[config.mk]
export PLATFORM = sky130hd
export DESIGN_NAME = mem_copy_engine
export DESIGN_NICKNAME = d
export VERILOG_FILES = /design/src/rtl/mem_copy_engine.sv
export SDC_FILE = /design/constraint.sdc
export NUM_CORES = 1
export LEC_CHECK = 0
export ABC_AREA = 0
export BUFFER_PORTS_ARGS = -buffer_cell sky130_fd_sc_hd__buf_2
export CORE_MARGIN = 2
export CORE_UTILIZATION = 35
export DETAILED_ROUTE_END_ITERATION = 16
export PLACE_DENSITY_LB_ADDON = 0.2
export RECOVER_POWER = 50
export SKIP_CTS_REPAIR_TIMING = 1
export SYNTH_ARGS = -nofsm -noshare
export SYNTH_HDL_FRONTEND = slang
export SYNTH_SLANG_ARGS = --single-unit
[constraint.sdc]
create_clock -name i_clk -period 2.49 [get_ports i_clk]
set_clock_uncertainty 0.15 [all_clocks]
set_input_delay 0.1245 -clock i_clk [delete_from_list [all_inputs] [get_ports i_clk]]
set_output_delay 0.1245 -clock i_clk [all_outputs]
set_load 0.01 [all_outputs]
[src/rtl/mem_copy_engine.sv]
// mem_copy_engine: byte-wise block copy initiator for a single DataMemory instance.
//
// Reads LEN bytes starting at SRC and writes them to DST, one byte per
// read/wait/write sequence, in strict forward order. Writes become visible to
// later reads, so overlapping regions behave like a forward memmove.
//
// Ports:
//   i_clk, i_reset          clock, synchronous active-high reset
//   i_start, i_abort        copy request (accepted only when idle) / stop request (only while busy)
//   i_src_addr, i_dst_addr  first source / destination address, latched on accepted start
//   i_length                byte count 0..2^ADDR_WIDTH, latched on accepted start
//   o_busy, o_done          copy in progress / one-cycle end-of-copy pulse
//   o_aborted               copy ended by abort; held until the next accepted start
//   o_words_copied          write cycles issued in the current or last copy
//   o_mem_*                 DataMemory address, read/write strobes and write data
//   i_mem_data_outputs      DataMemory read data
module mem_copy_engine #(
  parameter int unsigned ADDR_WIDTH   = 8,
  parameter int unsigned DATA_WIDTH   = 8,
  parameter int unsigned READ_LATENCY = 1
) (
  input  logic                  i_clk,
  input  logic                  i_reset,
  input  logic                  i_start,
  input  logic                  i_abort,
  input  logic [ADDR_WIDTH-1:0] i_src_addr,
  input  logic [ADDR_WIDTH-1:0] i_dst_addr,
  input  logic [ADDR_WIDTH:0]   i_length,
  output logic                  o_busy,
  output logic                  o_done,
  output logic                  o_aborted,
  output logic [ADDR_WIDTH:0]   o_words_copied,
  output logic [ADDR_WIDTH-1:0] o_mem_address,
  output logic                  o_mem_read,
  output logic                  o_mem_write,
  output logic [DATA_WIDTH-1:0] o_mem_data_inputs,
  input  logic [DATA_WIDTH-1:0] i_mem_data_outputs
);

  localparam int unsigned WaitW = (READ_LATENCY > 1) ? $clog2(READ_LATENCY) : 1;
  localparam logic [WaitW-1:0]      WaitLast = WaitW'(READ_LATENCY - 1);
  localparam logic [WaitW-1:0]      WaitOne  = 1;
  localparam logic [ADDR_WIDTH-1:0] AddrOne  = 1;
  localparam logic [ADDR_WIDTH:0]   CntOne   = 1;

  typedef enum logic [2:0] {StIdle, StRd, StWait, StWr, StDone} state_e;

  state_e                r_state;
  logic [ADDR_WIDTH-1:0] r_src_ptr;
  logic [ADDR_WIDTH-1:0] r_dst_ptr;
  logic [ADDR_WIDTH:0]   r_remaining;
  logic [WaitW-1:0]      r_wait_cnt;

  // Single registered FSM: every output is loaded for the state being entered.
  always_ff @(posedge i_clk) begin
    if (i_reset) begin
      r_state           <= StIdle;
      r_src_ptr         <= '0;
      r_dst_ptr         <= '0;
      r_remaining       <= '0;
      r_wait_cnt        <= '0;
      o_busy            <= 1'b0;
      o_done            <= 1'b0;
      o_aborted         <= 1'b0;
      o_words_copied    <= '0;
      o_mem_address     <= '0;
      o_mem_read        <= 1'b0;
      o_mem_write       <= 1'b0;
      o_mem_data_inputs <= '0;
    end else begin
      o_done <= 1'b0;
      unique case (r_state)
        StIdle: begin
          if (i_start) begin
            r_src_ptr      <= i_src_addr;
            r_dst_ptr      <= i_dst_addr;
            r_remaining    <= i_length;
            o_words_copied <= '0;
            o_aborted      <= 1'b0;
            if (i_length == '0) begin
              r_state <= StDone;
              o_done  <= 1'b1;
            end else begin
              r_state       <= StRd;
              o_busy        <= 1'b1;
              o_mem_read    <= 1'b1;
              o_mem_address <= i_src_addr;
            end
          end
        end

        StRd: begin
          // The read strobed this cycle completes in memory; only the capture is skipped.
          o_mem_read <= 1'b0;
          if (i_abort) begin
            r_state   <= StDone;
            o_done    <= 1'b1;
            o_busy    <= 1'b0;
            o_aborted <= 1'b1;
          end else begin
            r_state    <= StWait;
            r_wait_cnt <= '0;
          end
        end

        StWait: begin
          if (i_abort) begin
            r_state   <= StDone;
            o_done    <= 1'b1;
            o_busy    <= 1'b0;
            o_aborted <= 1'b1;
          end else if (r_wait_cnt == WaitLast) begin
            // The write-data register doubles as the byte buffer for the WR cycle.
            r_state           <= StWr;
            o_mem_write       <= 1'b1;
            o_mem_address     <= r_dst_ptr;
            o_mem_data_inputs <= i_mem_data_outputs;
          end else begin
            r_wait_cnt <= r_wait_cnt + WaitOne;
          end
        end

        StWr: begin
          // The write issued this cycle always counts, even when aborting.
          o_mem_write       <= 1'b0;
          o_mem_data_inputs <= '0;
          o_words_copied    <= o_words_copied + CntOne;
          r_src_ptr         <= r_src_ptr + AddrOne;
          r_dst_ptr         <= r_dst_ptr + AddrOne;
          r_remaining       <= r_remaining - CntOne;
          if (i_abort || (r_remaining == CntOne)) begin
            r_state   <= StDone;
            o_done    <= 1'b1;
            o_busy    <= 1'b0;
            o_aborted <= i_abort;
          end else begin
            r_state       <= StRd;
            o_mem_read    <= 1'b1;
            o_mem_address <= r_src_ptr + AddrOne;
          end
        end

        StDone: begin
          r_state <= StIdle;
        end

        default: begin
          r_state <= StIdle;
        end
      endcase
    end
  end

endmodule

---- Word-level counts from Yosys, hierarchy flattened ----
Index checks and enable logic that the tools add are counted.
storage, ports and cells
  logic and storage cells ................. 96
  output and inout port bits .............. 30
  flip-flop bits (word level) ............. 59
  input port bits ......................... 37
operators by class
  equal/unequal tests ..................... 13
  reductions and logical operators ........ 18
  mux-type cells .......................... 47
  add/subtract/negate cells ............... 5
operators by type and width
  cell                                                  number
  two-way mux 8 bit                                     9
  case mux 8 bit (2 select lines)                       3
  case mux 9 bit (2 select lines)                       2
  case mux 8 bit (3 select lines)                       1
  two-way mux 3 bit                                     6
  two-way mux 9 bit                                     2
  two-way mux 1 bit                                     17
  adder 8 x 1 -> 8 bit (second input constant)          2
  inequality test 2 bit (second input constant)         7
  case mux 1 bit (3 select lines)                       4
  case mux 3 bit (4 select lines)                       1
  adder 9 x 1 -> 9 bit (second input constant)          1
  equality test 9 x 1 -> 1 bit (second input constant)  1
  zero test 9 bit                                       1
  nonzero test 3 bit                                    3
  subtractor 9 x 1 -> 9 bit (second input constant)     1
  AND reduction 4 bit                                   2
  equality test 3 x 2 -> 1 bit (second input constant)  2
  AND reduction 3 bit                                   2
  AND reduction 6 bit                                   1
  nonzero test 2 bit                                    3
  AND reduction 5 bit                                   1
  case mux 1 bit (2 select lines)                       2
  AND reduction 2 bit                                   2
  other kinds (7)                                       7

---- Longest topological paths before layout ----
  word-level depth ........................ 4
  depth in mapped cells ................... 8
  mapped depth without buffers ............ 7

---- Least setup slack after synthesis ----
No wires, ideal clock.
  path type ............................... register -> register
  start point ............................. register r_state[0]
  end point ............................... register o_words_copied[6]
  path buffers ............................ 2
  cell stages (with the launch flop) ...... 8
  required time ........................... 2.212 ns
  slack ................................... 0.630 ns
  data arrival time ....................... 1.582 ns
  clock period less this slack ............ 1.860 ns
  library setup time ...................... 0.128 ns
  cells stage by stage .................... dfxtp_1 or2_2 clkbuf_1 nor3b_2 buf_2 nor2_1 mux2i_1 nor2_1
between the ends
  cells in the longest elaborated chain, start to end .. 3
  elaborated cells on any way between the ends .. 6
  classes of those cells .................. 2 x eq/ne; 1 x mux; 3 x reduce/logical
ends and longest elaborated chain
  item                                                                          RTL line  text
  from (decl)                                                                   48        state_e r_state;
  from (signal assigned)                                                        57        r_state <= StIdle;
  from (signal assigned)                                                        81        r_state <= StDone;
  from (signal assigned)                                                        84        r_state <= StRd;
  equality test 3 x 2 -> 1 bit or zero test 3 bit (tied branches)               72        unique case (r_state)
  nonzero test 2 bit (no source line) or inequality test 2 bit (tied branches)  n/a
  AND reduction 2 bit (no source line)                                          n/a
  to (signal assigned)                                                          127       o_words_copied <= o_words_copied + CntOne;
  to (decl)                                                                     32        output logic [ADDR_WIDTH:0] o_words_copied,
Several ways; a longest one is shown, not always the timed one.
A chain may end at the register's enable or synchronous reset.

---- Final worst setup path ----
  start point ............................. register r_state[2]
  end point ............................... register o_mem_data_inputs[2]
between the ends
  cells in the longest elaborated chain, start to end .. 3
  elaborated cells on any way between the ends .. 7
  classes of those cells .................. 4 x eq/ne; 1 x mux; 2 x reduce/logical
ends and longest elaborated chain
  item                                                                          RTL line  text
  equality test 3 x 2 -> 1 bit                                                  72
  inequality test 2 bit (no source line) or nonzero test 2 bit (tied branches)  n/a
  AND reduction 3 bit (no source line)                                          n/a
  to (signal assigned)                                                          117       o_mem_data_inputs <= i_mem_data_outputs;
  to (decl)                                                                     36        output logic [DATA_WIDTH-1:0] o_mem_data_inputs,
Several ways; a longest one is shown, not always the timed one.

==> results.md <==
* Via-per-instance ratio at ~5.3
* Crit path cell chain: clkbuf_1 -> nand2b_1 -> nor3_1 -> clkbuf_1 -> nor2_1 -> a22oi_1 -> nor2_1
* Seq/Total Area, Yosys at about 40%
* Detailed-route via count at between 3k and 4k
* Post-Synth XOR/XNOR Area at under 10%
* Sink Count at 58
* Final Cycle Share at just under 90%
* Ys flop type: dfxtp_1
* Fin cells at approximately 570
* Cell Int Power at approximately 1.8 mW
* Clk pin slew, worst setup/hold paths at approximately 70 ps
* Switch Pwr at 794.9 uW
* Post-synth cell types at 48
* Skew-Pair Late Insertion Delay at about 340 ps
* CP arrival at about 2200 ps
* Die W at between 90 and 100 um
* Most common library cell in the layout ignoring fill and taps: nor2_1
* Highest clock rate at 458.6 MHz
* CP Buf/Inv Count at 2
* Commonest non-fill, non-tap cells in the layout: nor2_1 (66), dfxtp_1 (58), nand2_1 (39), buf_2 (36), clkbuf_1 (35)
* Number of H-tree levels at 3
* Detailed placer's ending HPWL at 5850 um
* Largest family of logic cells by synthesized area: simple AND/OR/NAND/NOR gates
* Setup TNS at 0 ps
* First-pass GRT wire length at 13370 um
* Min cycle time layout at approximately 2200 ps
* Hold slack at roughly 26 ps
* Post-Synthesis Cells at 368
* Outcome: finished clean
* Hold Fails Final Rpt at 0
* Power Density at a little under 700 nW/um2
* Initial Util at about 36%
* Post-synth top area share at ~39%
* Antenna violations before repair at 0
* Combinational power share at 21.5%
* IO buf count at 66
* Worst slew pin tran at 671.2 ps
* Total power at approximately 2.6 mW
* Slew HR at between 50% and 60%
* Syn Nets at between 400 and 500
* Max stage delay cell, worst path: clkbuf_1
* GRT overflow at 0
* Pre-CTS setup slack at between 300 and 400 ps
* Number of buffers created by CTS at 9
* Inst Count DP at 525
* Fin util at 47.40%
* Area delta synth->final at 31.56%
* Syn Std Cell Area at slightly below 3000 um2
* Worst path required time at ~2500 ps
* Die ar. at about 9200 um2
* Nets@finish at a little over 500
* Root buf cell: clkbuf_8
* Core area at ~8000 um2
* Startpoint types: register
* Synth warn at 0
* Synth area leaders: dfxtp_1 (39%), nor2_1 (8.4%), nand2_1 (5.0%), a221oi_1 (3.6%), a21oi_1 (2.9%)
* Largest net degree at the start of global routing at 35
* Max FO, Critical Path at 11
* Asr flop ratio synth at 0%
* Reg2reg start: r_state[2]
* Proportion of layout cells with a drive suffix above 1 at between 10% and 20%
* Die Y at between 90 and 100 um
* Worst min-delay path category: in -> reg
* Worst setup margin at 309.6 ps
* Wire length per cell at 14.68 um
* # rows at 33
* Placed cell area at between 3000 and 4000 um2
* Simple-gate share of the synthesized area at ~28%
* Final WL at around 8400 um
* Post-synth EDFFs at 0
* Post-synthesis compound-gate area fraction at ~22%
* Cell area after layout at slightly below 4000 um2
* Setup crit end kind: register
* Residual DRC at 0
* Vias in the first global route at between 2k and 3k
* Slew Limit Fails at 0
* Detailed-router iteration count before antenna repair at 6
* MaxCap Viol Count at 0
* Mux cell area share after synthesis at under 10%
* Mapped Avg Cell Area at 8.004 um2
* Power share of the clock group at a little over a third
* Clock tree buffer depth at 2
* Crit Path Class: reg -> reg
* Maximum vdd drop at roughly 280 uV
* Top Family by Delay on Critical Path: buffers and inverters
* Area leader, netlist: dfxtp_1
* Pleak at between 1 and 1.5 nW
* GRT Total Usage at around a fifth
* Antenna cell count at 0
* CTS tree: done
* Final setup violation count at 0
* DRT iter0 DRCs at 132
* Beginning of the critical path: r_state[2]
* Num ports at 67
* Sw Share at between 30% and 40%
* CP peak stage delay at 440 ps
* Worst Hold Launch: i_start
* RSZ-0062 raised after global routing: false
* Antenna Violating Nets Remaining at 0
* Synth Area in Adders at 2.124%
* Seq pwr share at 42.1%
* GP Congestion at about 0.81
* Flops & latches, synth at 58
routing by layer:
metal / vias up / GRT usage, % / wire [um]
met5: - / 0 / 0
met4: 0 / 6.667 / 109
met3: 10 / 4.620 / 418
met2: 77 / 31.53 / 3892
met1: 1401 / 24.36 / 4005
li1: 1542 / - / -
tightest hold or removal path, cell delays in order:
cell and delay, ps:
buf_2 140, o21ai_0 160, a21oi_1 40
Yosys cell counts (4+ instances only):
cell,number
mux2i_1,6
nor3_1,14
or3_2,4
dfxtp_1,58
ha_1,5
a22oi_1,8
a21oi_1,17
o21ai_0,15
a221oi_1,12
nor4_1,8
clkbuf_1,17
nor2_1,66
a311oi_1,6
nor3b_1,5
a31oi_1,9
buf_2,4
a211oi_1,9
xor2_1,4
nand3_1,13
nand2_1,39
inv_1,4
power groups by stage:
stage,registers [mW],logic (mW),clock network [mW]
2_1_floorplan,1.11,0.360,0
3_3_place_gp,1.12,0.531,0
3_5_place_dp,1.12,0.539,0
4_1_cts,1.10,0.540,0.973
5_1_grt,1.11,0.630,1.03
6_report,1.10,0.561,0.953
logic make-up (layout without fill, tap and decap cells):
family	after synthesis	count (layout)
adders and majority gates	5	5
xor gates and xnor gates	7	7
and+or+nand+nor	169	169
muxes	8	8
DFF	58	58
AOI/OAI and AO/OA	91	91
buffers and inverters	30	131
final timing paths:
| check | endpoint | slack (ps) | cells after the start |
|---|---|---|---|
| setup / recovery | o_mem_data_inputs[2] | 310 | 7 |
| hold / removal | r_state[0] | 30 | 3 |
| setup reg to reg | o_mem_data_inputs[2] | 310 | 7 |
| hold reg to reg | o_aborted | 300 | 2 |
sequential cells by signal, summed over array words and instances (netlist names), 3 cells and up:
name / count
o_mem_address: 8
o_mem_data_inputs: 8
o_words_copied: 9
r_dst_ptr: 8
r_remaining: 9
r_src_ptr: 8
r_state: 3
cell type report:
cell class	count	area, um2
fill	836	4300
multi-input combinational	280	1655
sequential	58	1161
timing repair buffer	111	701.9
clock buffer	11	131.4
tap	105	131.4
clock inverter	5	78.83
inverter	4	15.01
Note: power is estimated with default switching activity, not from simulation.
